==> src/rtl/spi_pkg.sv <==
`default_nettype none
// ----------------------------------------------------------------------------
// spi_pkg : shared state type and length helpers for the SPI command sequencer
// Rev 1.0
// ----------------------------------------------------------------------------
package spi_pkg;

  typedef enum logic [2:0] {
    IDLE  = 3'd0,
    ISSUE = 3'd1,
    BUSY  = 3'd2,
    RESP  = 3'd3,
    GAP   = 3'd4
  } seq_state_t;

  // Widest transfer the mask helper supports; callers cast down to their width.
  localparam int MASK_W = 256;

  function automatic int spi_len_w(input int maxlen);
    return $clog2(maxlen) + 1;
  endfunction

  function automatic logic [MASK_W-1:0] len_mask(input int len);
    logic [MASK_W-1:0] m;
    m = '0;
    for (int i = 0; i < MASK_W; i++) begin
      m[i] = (i < len);
    end
    return m;
  endfunction

endpackage
`default_nettype wire

==> src/rtl/spi_req_fifo.sv <==
`default_nettype none
// ----------------------------------------------------------------------------
// spi_req_fifo : first-word fall-through request FIFO, async active-low reset
// Rev 1.0
// ----------------------------------------------------------------------------
module spi_req_fifo #(
  parameter int DEPTH = 4,
  parameter int WIDTH = 38
) (
  input  logic                       clk,
  input  logic                       rst_n,
  input  logic                       push_i,
  input  logic [WIDTH-1:0]           wdata_i,
  input  logic                       pop_i,
  output logic [WIDTH-1:0]           rdata_o,
  output logic                       full_o,
  output logic                       empty_o,
  output logic [$clog2(DEPTH+1)-1:0] count_o
);

  localparam int PW = $clog2(DEPTH);
  localparam int CW = $clog2(DEPTH+1);

  logic [WIDTH-1:0] mem_q [DEPTH];
  logic [PW-1:0]    wr_q;
  logic [PW-1:0]    rd_q;
  logic [CW-1:0]    cnt_q;
  logic             do_push;
  logic             do_pop;

  assign full_o  = (cnt_q == CW'(DEPTH));
  assign empty_o = (cnt_q == '0);
  assign count_o = cnt_q;
  assign rdata_o = mem_q[rd_q];
  assign do_push = push_i & ~full_o;
  assign do_pop  = pop_i & ~empty_o;

  // DEPTH is a power of two, so pointers wrap naturally.
  always_ff @(posedge clk or negedge rst_n) begin
    if (!rst_n) begin
      mem_q <= '{default: '0};
      wr_q  <= '0;
      rd_q  <= '0;
      cnt_q <= '0;
    end else begin
      if (do_push) begin
        mem_q[wr_q] <= wdata_i;
        wr_q        <= wr_q + PW'(1);
      end
      if (do_pop) begin
        rd_q <= rd_q + PW'(1);
      end
      case ({do_push, do_pop})
        2'b10:   cnt_q <= cnt_q + CW'(1);
        2'b01:   cnt_q <= cnt_q - CW'(1);
        default: cnt_q <= cnt_q;
      endcase
    end
  end

endmodule
`default_nettype wire

==> src/rtl/spi_cmd_seq.sv <==
`default_nettype none
// ----------------------------------------------------------------------------
// spi_cmd_seq : queues host SPI requests and paces them into spi_drv
// Rev 1.0
// ----------------------------------------------------------------------------
module spi_cmd_seq
  import spi_pkg::*;
#(
  parameter int SPI_MAXLEN = 32,
  parameter int DEPTH      = 4,
  parameter int GAP_CYCLES = 8,
  parameter int TIMEOUT    = 255
) (
  input  logic                              clk,
  input  logic                              sresetn,
  input  logic                              req_valid,
  output logic                              req_ready,
  input  logic [spi_len_w(SPI_MAXLEN)-1:0]  req_len,
  input  logic [SPI_MAXLEN-1:0]             req_wdata,
  output logic                              rsp_valid,
  input  logic                              rsp_ready,
  output logic [SPI_MAXLEN-1:0]             rsp_rdata,
  output logic                              rsp_err,
  output logic                              busy,
  output logic                              start_cmd,
  input  logic                              spi_drv_rdy,
  output logic [spi_len_w(SPI_MAXLEN)-1:0]  n_clks,
  output logic [SPI_MAXLEN-1:0]             tx_data,
  input  logic [SPI_MAXLEN-1:0]             rx_miso
);

  localparam int LW = spi_len_w(SPI_MAXLEN);
  localparam int FW = LW + SPI_MAXLEN;
  localparam int CW = $clog2(DEPTH+1);
  localparam int TW = $clog2(TIMEOUT+1);
  localparam int GW = (GAP_CYCLES > 0) ? $clog2(GAP_CYCLES+1) : 1;

  seq_state_t            state_q,     state_d;
  logic                  start_q,     start_d;
  logic [LW-1:0]         nclk_q,      nclk_d;
  logic [SPI_MAXLEN-1:0] tx_q,        tx_d;
  logic                  rsp_valid_q, rsp_valid_d;
  logic [SPI_MAXLEN-1:0] rdata_q,     rdata_d;
  logic                  err_q,       err_d;
  logic [TW-1:0]         to_cnt_q,    to_cnt_d;
  logic [GW-1:0]         gap_cnt_q,   gap_cnt_d;

  logic                  fifo_full;
  logic                  fifo_empty;
  logic                  fifo_pop;
  logic [CW-1:0]         fifo_count;
  logic [FW-1:0]         fifo_head;
  logic [LW-1:0]         head_len;
  logic [SPI_MAXLEN-1:0] head_wdata;
  logic                  len_ok;
  logic [SPI_MAXLEN-1:0] rx_mask;

  assign req_ready  = ~fifo_full;
  assign head_len   = fifo_head[FW-1:SPI_MAXLEN];
  assign head_wdata = fifo_head[SPI_MAXLEN-1:0];
  assign len_ok     = (head_len != '0) && (head_len <= LW'(SPI_MAXLEN));
  assign rx_mask    = SPI_MAXLEN'(len_mask(int'(nclk_q)));

  spi_req_fifo #(
    .DEPTH (DEPTH),
    .WIDTH (FW)
  ) u_fifo (
    .clk     (clk),
    .rst_n   (sresetn),
    .push_i  (req_valid & req_ready),
    .wdata_i ({req_len, req_wdata}),
    .pop_i   (fifo_pop),
    .rdata_o (fifo_head),
    .full_o  (fifo_full),
    .empty_o (fifo_empty),
    .count_o (fifo_count)
  );

  assign start_cmd = start_q;
  assign n_clks    = nclk_q;
  assign tx_data   = tx_q;
  assign rsp_valid = rsp_valid_q;
  assign rsp_rdata = rdata_q;
  assign rsp_err   = err_q;
  assign busy      = (state_q != IDLE) || (fifo_count != '0);

  always_ff @(posedge clk or negedge sresetn) begin
    if (!sresetn) begin
      state_q     <= IDLE;
      start_q     <= 1'b0;
      nclk_q      <= '0;
      tx_q        <= '0;
      rsp_valid_q <= 1'b0;
      rdata_q     <= '0;
      err_q       <= 1'b0;
      to_cnt_q    <= '0;
      gap_cnt_q   <= '0;
    end else begin
      state_q     <= state_d;
      start_q     <= start_d;
      nclk_q      <= nclk_d;
      tx_q        <= tx_d;
      rsp_valid_q <= rsp_valid_d;
      rdata_q     <= rdata_d;
      err_q       <= err_d;
      to_cnt_q    <= to_cnt_d;
      gap_cnt_q   <= gap_cnt_d;
    end
  end

  always_comb begin
    state_d     = state_q;
    start_d     = start_q;
    nclk_d      = nclk_q;
    tx_d        = tx_q;
    rsp_valid_d = rsp_valid_q;
    rdata_d     = rdata_q;
    err_d       = err_q;
    to_cnt_d    = to_cnt_q;
    gap_cnt_d   = gap_cnt_q;
    fifo_pop    = 1'b0;

    case (state_q)
      IDLE: begin
        if (!fifo_empty && spi_drv_rdy) begin
          fifo_pop = 1'b1;
          if (len_ok) begin
            nclk_d   = head_len;
            tx_d     = head_wdata;
            start_d  = 1'b1;
            to_cnt_d = '0;
            state_d  = ISSUE;
          end else begin
            err_d       = 1'b1;
            rdata_d     = '0;
            rsp_valid_d = 1'b1;
            state_d     = RESP;
          end
        end
      end
      ISSUE: begin
        to_cnt_d = to_cnt_q + TW'(1);
        if (!spi_drv_rdy) begin
          start_d  = 1'b0;
          to_cnt_d = '0;
          state_d  = BUSY;
        end else if (to_cnt_d == TW'(TIMEOUT)) begin
          start_d     = 1'b0;
          err_d       = 1'b1;
          rdata_d     = '0;
          rsp_valid_d = 1'b1;
          to_cnt_d    = '0;
          state_d     = RESP;
        end
      end
      BUSY: begin
        if (spi_drv_rdy) begin
          rdata_d     = rx_miso & rx_mask;
          err_d       = 1'b0;
          rsp_valid_d = 1'b1;
          state_d     = RESP;
        end
      end
      RESP: begin
        if (rsp_ready) begin
          rsp_valid_d = 1'b0;
          gap_cnt_d   = '0;
          state_d     = (GAP_CYCLES == 0) ? IDLE : GAP;
        end
      end
      GAP: begin
        gap_cnt_d = gap_cnt_q + GW'(1);
        if (gap_cnt_d == GW'(GAP_CYCLES)) begin
          gap_cnt_d = '0;
          state_d   = IDLE;
        end
      end
      default: state_d = IDLE;
    endcase
  end

endmodule
`default_nettype wire

==> config.mk <==
export PLATFORM = sky130hd
export DESIGN_NAME = spi_cmd_seq
export DESIGN_NICKNAME = d
export VERILOG_FILES = /design/src/rtl/spi_pkg.sv /design/src/rtl/spi_req_fifo.sv /design/src/rtl/spi_cmd_seq.sv
export SDC_FILE = /design/constraint.sdc
export NUM_CORES = 1
export LEC_CHECK = 0
export CELL_PAD_IN_SITES_DETAIL_PLACEMENT = 0
export CELL_PAD_IN_SITES_GLOBAL_PLACEMENT = 1
export CORE_MARGIN = 10
export CORE_UTILIZATION = 43
export CTS_BUF_LIST = sky130_fd_sc_hd__clkbuf_8 sky130_fd_sc_hd__clkbuf_16
export DETAILED_ROUTE_END_ITERATION = 10
export GPL_TIMING_DRIVEN = 0
export PLACE_DENSITY_LB_ADDON = 0.15
export SLEW_MARGIN = 20
export SYNTH_ARGS = -nofsm -noshare
export SYNTH_HDL_FRONTEND = slang
export SYNTH_HIERARCHICAL = 1
export SYNTH_SLANG_ARGS = --single-unit
export TNS_END_PERCENT = 30
==> constraint.sdc <==
create_clock -name clk -period 4.9 [get_ports clk]
set_input_delay 0.98 -clock clk [delete_from_list [all_inputs] [get_ports clk]]
set_output_delay 0.98 -clock clk [all_outputs]
set_load 0.02 [all_outputs]
==> results of run 1 <==
cells in the final DEF, fill, tap and decap left out, types with 3 or more instances in the layout:
| cell type | Yosys | final |
|---|---|---|
| sky130_fd_sc_hd__buf_6 | 18 | 18 |
| sky130_fd_sc_hd__nor2_1 | 21 | 21 |
| sky130_fd_sc_hd__clkbuf_16 | 0 | 28 |
| sky130_fd_sc_hd__clkbuf_8 | 0 | 8 |
| sky130_fd_sc_hd__clkinv_2 | 0 | 4 |
| sky130_fd_sc_hd__mux2_4 | 22 | 22 |
| sky130_fd_sc_hd__buf_16 | 0 | 3 |
| sky130_fd_sc_hd__mux4_2 | 38 | 38 |
| sky130_fd_sc_hd__and3_1 | 8 | 8 |
| sky130_fd_sc_hd__clkbuf_1 | 15 | 15 |
| sky130_fd_sc_hd__mux2i_1 | 6 | 6 |
| sky130_fd_sc_hd__nand3_1 | 13 | 13 |
| sky130_fd_sc_hd__clkdlybuf4s50_1 | 0 | 148 |
| sky130_fd_sc_hd__nor3_1 | 8 | 8 |
| sky130_fd_sc_hd__nand2b_1 | 6 | 6 |
| sky130_fd_sc_hd__and2_1 | 5 | 5 |
| sky130_fd_sc_hd__xnor2_1 | 7 | 7 |
| sky130_fd_sc_hd__nand4_1 | 3 | 3 |
| sky130_fd_sc_hd__a32o_1 | 5 | 5 |
| sky130_fd_sc_hd__buf_2 | 13 | 13 |
| sky130_fd_sc_hd__mux2_2 | 187 | 187 |
| sky130_fd_sc_hd__nand2_1 | 44 | 44 |
| sky130_fd_sc_hd__dfrtp_1 | 247 | 247 |
| sky130_fd_sc_hd__a21oi_1 | 21 | 21 |
| sky130_fd_sc_hd__inv_1 | 17 | 23 |
| sky130_fd_sc_hd__ha_1 | 9 | 9 |
| sky130_fd_sc_hd__xor2_1 | 7 | 7 |
| sky130_fd_sc_hd__o21ai_0 | 21 | 21 |
worst max-delay path, cell delays in order, from the launching register on:
cell,delay [ns]
sky130_fd_sc_hd__dfrtp_1,0.32
sky130_fd_sc_hd__clkbuf_1,0.15
sky130_fd_sc_hd__buf_2,0.37
sky130_fd_sc_hd__mux4_2,0.58
sky130_fd_sc_hd__or4_1,0.54
sky130_fd_sc_hd__nor2_1,0.15
sky130_fd_sc_hd__xnor2_1,0.27
sky130_fd_sc_hd__and2_1,0.20
sky130_fd_sc_hd__buf_2,0.16
sky130_fd_sc_hd__buf_6,0.21
sky130_fd_sc_hd__mux2_2,0.35
layer usage:
metal	vias up	track usage (%)	share of wire [%]
li1	3194	-	-
met1	3518	20.3	44
met2	143	25.4	47
met3	32	3.60	6.3
met4	2	3.74	1.9
met5	-	0	0.050
layout make-up:
cell class                 count  area, um2  share of cell area, %
multi-input combinational    469       4680                   33.0
clock inverter                13        110                  0.777
timing repair buffer         152       1580                   11.1
buffer                        47        328                   2.31
inverter                      17       63.8                  0.450
clock buffer                  36        811                   5.72
sequential                   247       6180                   43.6
tap                          335        419                   2.96
registers in the layout, summed over array words and instances, names as in the netlist:
name and flops:
gap_cnt_q 4, n_clks 6, rsp_err 1, rsp_rdata 32, rsp_valid 1, start_cmd 1
state_q 3, to_cnt_q 8, tx_data 32, u_fifo/count_o 3, u_fifo/mem_q 152, u_fifo/rd_q 2
u_fifo/wr_q 2
power by group through the flow:
stage	registers, mW	clock network, mW	logic, mW
2_1_floorplan	3.76	0	2.67
3_3_place_gp	3.57	0	4.21
3_5_place_dp	3.59	0	4.28
4_1_cts	3.56	2.11	4.29
5_1_grt	3.68	2.18	4.57
6_report	3.55	2.04	4.21
cells in the mapped netlist (3+ instances only):
library cell / instances / area share [%]
sky130_fd_sc_hd__mux2_2: 187 / 19
sky130_fd_sc_hd__xnor2_1: 7 / 0.55
sky130_fd_sc_hd__dfrtp_1: 247 / 55
sky130_fd_sc_hd__ha_1: 9 / 1.0
sky130_fd_sc_hd__mux4_2: 38 / 7.6
sky130_fd_sc_hd__nand3_1: 13 / 0.58
sky130_fd_sc_hd__buf_6: 18 / 1.8
sky130_fd_sc_hd__inv_1: 17 / 0.57
sky130_fd_sc_hd__clkbuf_1: 15 / 0.50
sky130_fd_sc_hd__nor3_1: 8 / 0.36
sky130_fd_sc_hd__a32o_1: 5 / 0.44
sky130_fd_sc_hd__a21oi_1: 21 / 0.93
sky130_fd_sc_hd__and3_1: 8 / 0.44
sky130_fd_sc_hd__nand2b_1: 6 / 0.33
sky130_fd_sc_hd__o21ai_0: 21 / 0.93
sky130_fd_sc_hd__mux2i_1: 6 / 0.53
sky130_fd_sc_hd__mux2_4: 22 / 2.9
sky130_fd_sc_hd__nand2_1: 44 / 1.5
sky130_fd_sc_hd__nor2_1: 21 / 0.70
sky130_fd_sc_hd__xor2_1: 7 / 0.55
sky130_fd_sc_hd__and2_1: 5 / 0.28
sky130_fd_sc_hd__buf_2: 13 / 0.58
sky130_fd_sc_hd__nand4_1: 3 / 0.17
final timing paths:
check                                     to  slack [ns]      startpoint
max                               tx_data[3]        1.47  u_fifo/rd_q[0]
min                             gap_cnt_q[2]        0.29         sresetn
max reg2reg                       tx_data[3]        1.47  u_fifo/rd_q[0]
min reg2reg                        start_cmd        0.48       start_cmd
max in group asynchronous  u_fifo/mem_q[134]        3.68         sresetn
min in group clk                   start_cmd        0.48       start_cmd
metrics by stage:
step	setup slack, ns	hold slack [ns]
CTS	1.39	0.279
global placement	-8.13	0.463
floorplan	1.92	0.475
detailed placement	1.42	0.469
global route	1.20	0.288
finish	1.47	0.292
cell families (layout without fill, tap and decap cells):
| kind of cell | count (synthesis) | in the layout | share of synthesized area (%) |
|---|---|---|---|
| simple gates | 122 | 122 | 5.44 |
| buf+inv | 64 | 265 | 3.48 |
| mux | 255 | 255 | 30.0 |
| xor+xnor | 14 | 14 | 1.09 |
| compound gates | 68 | 68 | 3.87 |
| flops | 247 | 247 | 54.9 |
| fa+ha+maj | 10 | 10 | 1.18 |
==> impl_metrics.yaml, run 1 <==
layout:
  final_layout_size_suffix_gt1_share_pct: 33.9
  final_net_count: 1047
  stdcell_count: 1316
  layout.filler_cells: 2204
  final_core_util_pct: 54.7
  finalInstanceArea_um2: 14200
  area_growth_syn_to_layout_pct: 25.9
  n_antenna_cell: 0
critical_path:
  arrival_ns: 3.87
  critPathCaptureType: "flop"
  crit_path_start_kind: "flop"
  cp.required_ns: 5.33
  ff2ff_path_depth: 10
  critical_path.max_fanout: 10
  timing.setup.critical_path_class: "reg2reg"
logic_synthesis:
  async_flop_share_pct: 100
  ys_seq_area_share_pct: 54.9
  synth_edf_count: 0
  post_synth_num_cell_types: 50
  synth.yosys.warnings: 6
  synth_area_um2: 11200
  yosys_register_bits: 247
  synthCells: 780
  ys_dominant_reg_cell: "sky130_fd_sc_hd__dfrtp_1"
  synth_fp_nets: 865
  postSynthAreaPerCell_um2: 14.4
clock_tree:
  clock_buffer_count_from_cts: 28
  clock_insertion_delay_worst_skew_ns: 0.56
  cts_tree: "built"
  number_of_hold_buffers_added_after_cts: 0
  postCtsResizedCells: 0
  post_cts.repair.setup_buffers: 0
  clkSinkCount: 247
  clk_pin_slew_worst_paths_ns: 0.06
  clockRootBuffer: "sky130_fd_sc_hd__clkbuf_16"
  cts_buffer_depth: 3
  cts_h_tree_depth: 1
placement:
  dpl.cell_count: 1267
  place_area_um2: 13200
  io_buffer_count: 149
  finalWeightedCongestion: 0.757
  dpl.hpwl_mm: 17.7
power:
  comb_power_share_pct: 42.9
  seqPwrFrac_pct: 36.2
  total_switching_power_mw: 3.23
  power.share.clock_pct: 20.8
  p_int_mw: 6.57
  power.share.switching_pct: 32.9
  power.total_mw: 9.79
  power.static_leakage_nw: 6.01
  worst_ir_drop_vdd_mv: 0.390
  p_per_area_nw_per_um2: 691
timing:
  period_needed_ns: 3.43
  finalSetupViolCount: 0
  period_share_pct: 70.1
  rsz0062_at_grt: "false"
  slew_violations: 0
  worst-slew-pin-transition_ns: 0.804
  finalHoldViolCount: 0
  clock_skew_after_layout_ns: 0.0164
  setup-tns-final_ns: 0
  slew_headroom_pct: 45.9
  timing.fmax_mhz: 291
drt:
  vias: 6889
  avgRoutedWirePerCell_um: 19.6
  ant_nets: 0
  post_drt_via_cell_ratio: 5.23
  drt_drc_violations_left: 0
  firstDrtPassIters: 4
  drt_first_iter_violations: 364
  drt-total-wl_mm: 25.8
floorplan:
  standard_cell_core_area_um2: 25900
  dieWidth_um: 182
  std_cell_rows: 59
  die-height_um: 182
  top_level_ports: 150
  start_util_pct: 43.4
  die_outline_area_um2: 33000
global_routing:
  number_of_antenna_violations_at_the_first_check_in_global_routing: 1
  vias_in_the_first_global_route: 7394
  grt_pass1_wl_mm: 41.9
  grt_max_degree: 97
  globalRoute.totalOverflow: 0
  grt_usage_pct: 15.5
status:
  status: "finished, final reports clean"
run:
  max_cap_violations: 0
hold_path:
  holdCritPathClass: "in2async"
(Power assumes the default switching activity.)
==> run 2: changes to the inputs <==
--- a/config.mk
+++ b/config.mk
@@ -8,7 +8,7 @@
 export CELL_PAD_IN_SITES_DETAIL_PLACEMENT = 0
 export CELL_PAD_IN_SITES_GLOBAL_PLACEMENT = 1
 export CORE_MARGIN = 10
-export CORE_UTILIZATION = 43
+export CORE_UTILIZATION = 41
 export CTS_BUF_LIST = sky130_fd_sc_hd__clkbuf_8 sky130_fd_sc_hd__clkbuf_16
 export DETAILED_ROUTE_END_ITERATION = 10
 export GPL_TIMING_DRIVEN = 0
==> constraint.sdc (replaced) <==
create_clock -name clk -period 3 [get_ports clk]
set_input_delay 0.6 -clock clk [delete_from_list [all_inputs] [get_ports clk]]
set_output_delay 0.6 -clock clk [all_outputs]
set_load 0.02 [all_outputs]
==> run 2 against run 1 <==
Design area grew 0.51%. Sequential power is 64% higher. Via count is 0.45% lower. First-iteration DRC count grew 26%. Die area increased by 4.3%. Fmax is 20% higher.
==> impl_metrics.yaml, run 2 (synthesis results as in run 1) <==
global_routing:
  grt_usage_pct: 15.5
  globalRoute.totalOverflow: 0
  number_of_antenna_violations_at_the_first_check_in_global_routing: 2
  grt_pass1_wl_mm: 42.4
  vias_in_the_first_global_route: 7479
  grt_max_degree: 70
drt:
  drt-total-wl_mm: 26.7
  drt_first_iter_violations: 460
  post_drt_via_cell_ratio: 5.18
  avgRoutedWirePerCell_um: 20.1
  firstDrtPassIters: 4
  ant_nets: 0
  vias: 6858
  drt_drc_violations_left: 0
clock_tree:
  clock_insertion_delay_worst_skew_ns: 0.54
  clock_buffer_count_from_cts: 28
  clkSinkCount: 247
  clk_pin_slew_worst_paths_ns: 0.06
  cts_tree: "built"
  cts_h_tree_depth: 1
  cts_buffer_depth: 3
  clockRootBuffer: "sky130_fd_sc_hd__clkbuf_16"
timing:
  slew_headroom_pct: 46.5
  period_share_pct: 95.5
  timing.fmax_mhz: 349
  slew_violations: 0
  final_critical_path_setup_slack_ns: 0.136
  finalHoldViolCount: 0
  period_needed_ns: 2.86
  clock_skew_after_layout_ns: 0.00916
  worst-slew-pin-transition_ns: 0.793
  finalSetupViolCount: 0
  rsz0062_at_grt: "false"
layout:
  mostFrequentLayoutCells: "sky130_fd_sc_hd__dfrtp_1, sky130_fd_sc_hd__mux2_2, sky130_fd_sc_hd__clkdlybuf4s50_1"
  final_net_count: 1050
  largest_reg_flops: 152
  final_core_util_pct: 52.8
  largest_register: "u_fifo/mem_q"
  layout_commonest_cell: "sky130_fd_sc_hd__dfrtp_1"
  final_layout_size_suffix_gt1_share_pct: 34.5
  stdcell_count: 1325
  area_growth_syn_to_layout_pct: 26.6
floorplan:
  dieWidth_um: 186
  die-height_um: 186
  standard_cell_core_area_um2: 27000
  die_outline_area_um2: 34500
  std_cell_rows: 60
  start_util_pct: 41.7
  top_level_ports: 150
run:
  max_cap_violations: 0
hold_path:
  holdCritPathClass: "reg2reg"
  hp-start: "start_cmd"
  timing.hold.worst_path_depth: 1
status:
  status: "finished, final reports clean"
critical_path:
  cp.required_ns: 3.42
  timing.setup.critical_path_class: "reg2reg"
  critical_path.max_fanout: 10
  ff2ff_path_depth: 9
  r2r_start: "u_fifo/rd_q[0]"
  arrival_ns: 3.28
  cp-startpoint: "u_fifo/rd_q[0]"
  slowest_delay_ns: 0.55
  critical-path-slowest-cell: "sky130_fd_sc_hd__or4_1"
  crit_path_start_kind: "flop"
  critical_path.cell_chain: "buf_6, mux4_2, or4_1, nor2_2, xnor2_2, and2_1, buf_4, buf_12, mux2_2"
  critPathCaptureType: "flop"
placement:
  io_buffer_count: 149
  finalWeightedCongestion: 0.753
  dpl.cell_count: 1273
  dpl.hpwl_mm: 18.1
  dp_slack_ns: -0.510
power:
  power.total_mw: 16.1
  worst_ir_drop_vdd_mv: 0.555
  power.static_leakage_nw: 6.03
  p_per_area_nw_per_um2: 1130
## run 2: path summary, 6_finish.rpt
check / endpoint / slack, ns
setup reg to reg: tx_data[3] / 0.14
hold / removal: start_cmd / 0.48
setup / recovery: tx_data[3] / 0.14
hold reg to reg: start_cmd / 0.48
max in group asynchronous: u_fifo/rd_q[1] / 1.41
min in group asynchronous: gap_cnt_q[3] / 0.57
## run 2: cell type report
cell class              count  area, um2
repair buffers            157       1620
clock inverters            12       92.6
well taps                 341        427
diodes                      2       5.00
flip-flops and latches    247       6180
plain buffers              45        365
inverters                  17       63.8
fillers                  2322      12700
multi-input cells         469       4690
clock buffers              35        797
## run 2: where the power goes
part | internal [mW] | leakage (nW) | total [mW] | switching, mW
registers | 4.94 | 3.02 | 5.83 | 0.892
clock network | 1.94 | 0.464 | 3.28 | 1.34
logic | 3.92 | 2.55 | 7.02 | 3.10
## run 2: layer usage
layer	routed length, um	track usage [%]
met5	13	0
met4	398	2.93
met3	1660	3.74
met2	12400	24.8
met1	12200	20.9
## run 2: per-stage QoR
| step | hold WS [ns] | instance area, um2 | TNS (ns) |
|---|---|---|---|
| final | 0.478 | 14200 | 0 |
| after global routing | 0.502 | 14200 | 0 |
| after CTS | 0.486 | 14200 | 0 |
| after detailed placement | 0.473 | 13300 | -32.83 |
| after global placement | 0.463 | 13200 | -2436.37 |
| after floorplan | 0.304 | 11200 | 0 |
## run 2: critical path, delay by kind of cell, from the launching register on
kind / cells / cell delay, ns
xor+xnor: 1 / 0.16
buf+inv: 3 / 0.49
flops: 1 / 0.36
mux: 2 / 0.85
simple gates: 3 / 0.86
## run 2: what timing repair did
action | in CTS | in global routing
gates resized for setup | 13 | 3
hold buffers | 1 | 0
hold endpoints to repair | 27 | 0
cloned | 0 | 0
pin swaps | 2 | 2
setup endpoints to repair | 82 | 59
buffers inserted | 3 | 1
==> run 3: changes to the inputs <==
--- a/config.mk
+++ b/config.mk
@@ -9,7 +9,7 @@
 export CELL_PAD_IN_SITES_GLOBAL_PLACEMENT = 1
 export CORE_MARGIN = 10
 export CORE_UTILIZATION = 41
-export CTS_BUF_LIST = sky130_fd_sc_hd__clkbuf_8 sky130_fd_sc_hd__clkbuf_16
+export CTS_BUF_LIST = sky130_fd_sc_hd__clkbuf_16
 export DETAILED_ROUTE_END_ITERATION = 10
 export GPL_TIMING_DRIVEN = 0
 export PLACE_DENSITY_LB_ADDON = 0.15
==> run 3 against run 2 <==
Global-route usage did not move. Fmax hardly changed. Utilization fell by 0.26 points. Non-clock buffer count unchanged. Sequential power barely moved. Worst setup slack improved by 0.00059 ns. Sequential share of layout area increased by 0.21 points. Final cell count is the same. Wire length barely moved. Die area is the same.
==> impl_metrics.yaml, run 3 (synthesis results as in run 1) <==
status:
  status: "finished, final reports clean"
drt:
  vias: 6916
  post_drt_via_cell_ratio: 5.22
  drt_drc_violations_left: 0
  avgRoutedWirePerCell_um: 20.1
  ant_nets: 0
  drt-total-wl_mm: 26.7
  drt_first_iter_violations: 451
  firstDrtPassIters: 4
global_routing:
  vias_in_the_first_global_route: 7494
  grt_max_degree: 70
  grt_usage_pct: 15.5
  number_of_antenna_violations_at_the_first_check_in_global_routing: 2
  grt_pass1_wl_mm: 42.4
  globalRoute.totalOverflow: 0
clock_tree:
  clkSinkCount: 247
  cts_buffer_depth: 3
  clock_insertion_delay_worst_skew_ns: 0.53
  clockRootBuffer: "sky130_fd_sc_hd__clkbuf_16"
  cts_h_tree_depth: 1
  clk_pin_slew_worst_paths_ns: 0.06
  clock_buffer_count_from_cts: 28
  cts_tree: "built"
floorplan:
  top_level_ports: 150
  standard_cell_core_area_um2: 27000
  die_outline_area_um2: 34500
  std_cell_rows: 60
  start_util_pct: 41.7
  dieWidth_um: 186
  die-height_um: 186
layout:
  final_net_count: 1050
  final_core_util_pct: 52.6
  largest_register: "u_fifo/mem_q"
  layout_commonest_cell: "sky130_fd_sc_hd__dfrtp_1"
  largest_reg_flops: 152
  area_growth_syn_to_layout_pct: 26.0
  final_layout_size_suffix_gt1_share_pct: 33.8
  stdcell_count: 1325
  finalInstanceArea_um2: 14200
  mostFrequentLayoutCells: "sky130_fd_sc_hd__dfrtp_1, sky130_fd_sc_hd__mux2_2, sky130_fd_sc_hd__clkdlybuf4s50_1"
power:
  p_per_area_nw_per_um2: 1130
  power.static_leakage_nw: 6.00
  power.total_mw: 16.0
  worst_ir_drop_vdd_mv: 0.556
critical_path:
  r2r_start: "u_fifo/rd_q[0]"
  r2r-end: "tx_data[3]"
  ff2ff_path_depth: 9
  crit_path_start_kind: "flop"
  critical_path.max_fanout: 10
  timing.reg2reg.setup_slack_ns: 0.14
  cp.required_ns: 3.41
  arrival_ns: 3.28
  critPathCaptureType: "flop"
  timing.setup.critical_path_class: "reg2reg"
placement:
  dpl.hpwl_mm: 18.1
  io_buffer_count: 149
  finalWeightedCongestion: 0.753
  dpl.cell_count: 1273
  place_area_um2: 13300
  dp_slack_ns: -0.510
hold_path:
  timing.hold.worst_path_depth: 2
  hp-start: "rsp_valid"
  hold-path-endpoint: "rsp_valid"
  holdCritPathClass: "reg2reg"
timing:
  finalSetupViolCount: 0
  rsz0062_at_grt: "false"
  timing.fmax_mhz: 349
  clock_skew_after_layout_ns: 0.00907
  finalHoldViolCount: 0
  final_critical_path_setup_slack_ns: 0.137
  period_needed_ns: 2.86
  slew_headroom_pct: 45.5
  setup-tns-final_ns: 0
  period_share_pct: 95.4
  timing.hold.ws_ns: 0.478
  worst-slew-pin-transition_ns: 0.808
  slew_violations: 0
run:
  max_cap_violations: 0
run 3: how the worst max path moves through the flow:
stage	cells after the start	end	start	slack (ns)
final	9	tx_data[3]	u_fifo/rd_q[0]	0.14
after global routing	9	rsp_rdata[10]	u_fifo/rd_q[0]	0.004
after CTS	9	tx_data[25]	u_fifo/rd_q[0]	0.03
after detailed placement	10	tx_data[20]	u_fifo/rd_q[0]	-0.51
after global placement	1	tx_data[23]	sresetn	-9.76
after floorplan	10	n_clks[4]	u_fifo/rd_q[0]	0.02
run 3: cell type report:
class                   instances  area [um2]
fillers                      2332       12800
flip-flops and latches        247        6180
multi-input cells             469        4690
repair buffers                157        1620
clock buffers                  28         701
well taps                     341         427
plain buffers                  45         365
clock inverters                19         119
inverters                      17        63.8
diodes                          2        5.00
run 3: metal layers:
layer  global-route usage, %  up-vias  wire (um)
met2                    24.7      154      12400
met1                    21.0     3526      12200
met3                    3.74       32       1670
met5                       0        -         13
li1                        -     3202          -
met4                    2.93        2        382
run 3: where the power goes:
| part | total, mW | internal, mW | switching [mW] |
|---|---|---|---|
| Sequential | 5.83 | 4.94 | 0.892 |
| Combinational | 7.03 | 3.92 | 3.11 |
| Clock | 3.09 | 1.76 | 1.33 |
| Total | 16.0 | 10.6 | 5.33 |
run 3: timing repair:
action                     4_1_cts  5_1_grt
gates resized for setup         13        3
cloned                           0        0
pin swaps                        2        2
hold endpoints to repair        27        0
setup endpoints to repair       82       59
hold buffers                     1        0
setup buffers                    3        1
run 3: critical path, stage by stage, from the launching register on:
cell and delay, ns:
sky130_fd_sc_hd__dfrtp_1 0.36, sky130_fd_sc_hd__buf_6 0.15, sky130_fd_sc_hd__mux4_2 0.51, sky130_fd_sc_hd__or4_1 0.55
sky130_fd_sc_hd__nor2_2 0.15, sky130_fd_sc_hd__xnor2_2 0.16, sky130_fd_sc_hd__and2_1 0.16, sky130_fd_sc_hd__buf_4 0.17
sky130_fd_sc_hd__buf_12 0.17, sky130_fd_sc_hd__mux2_2 0.34
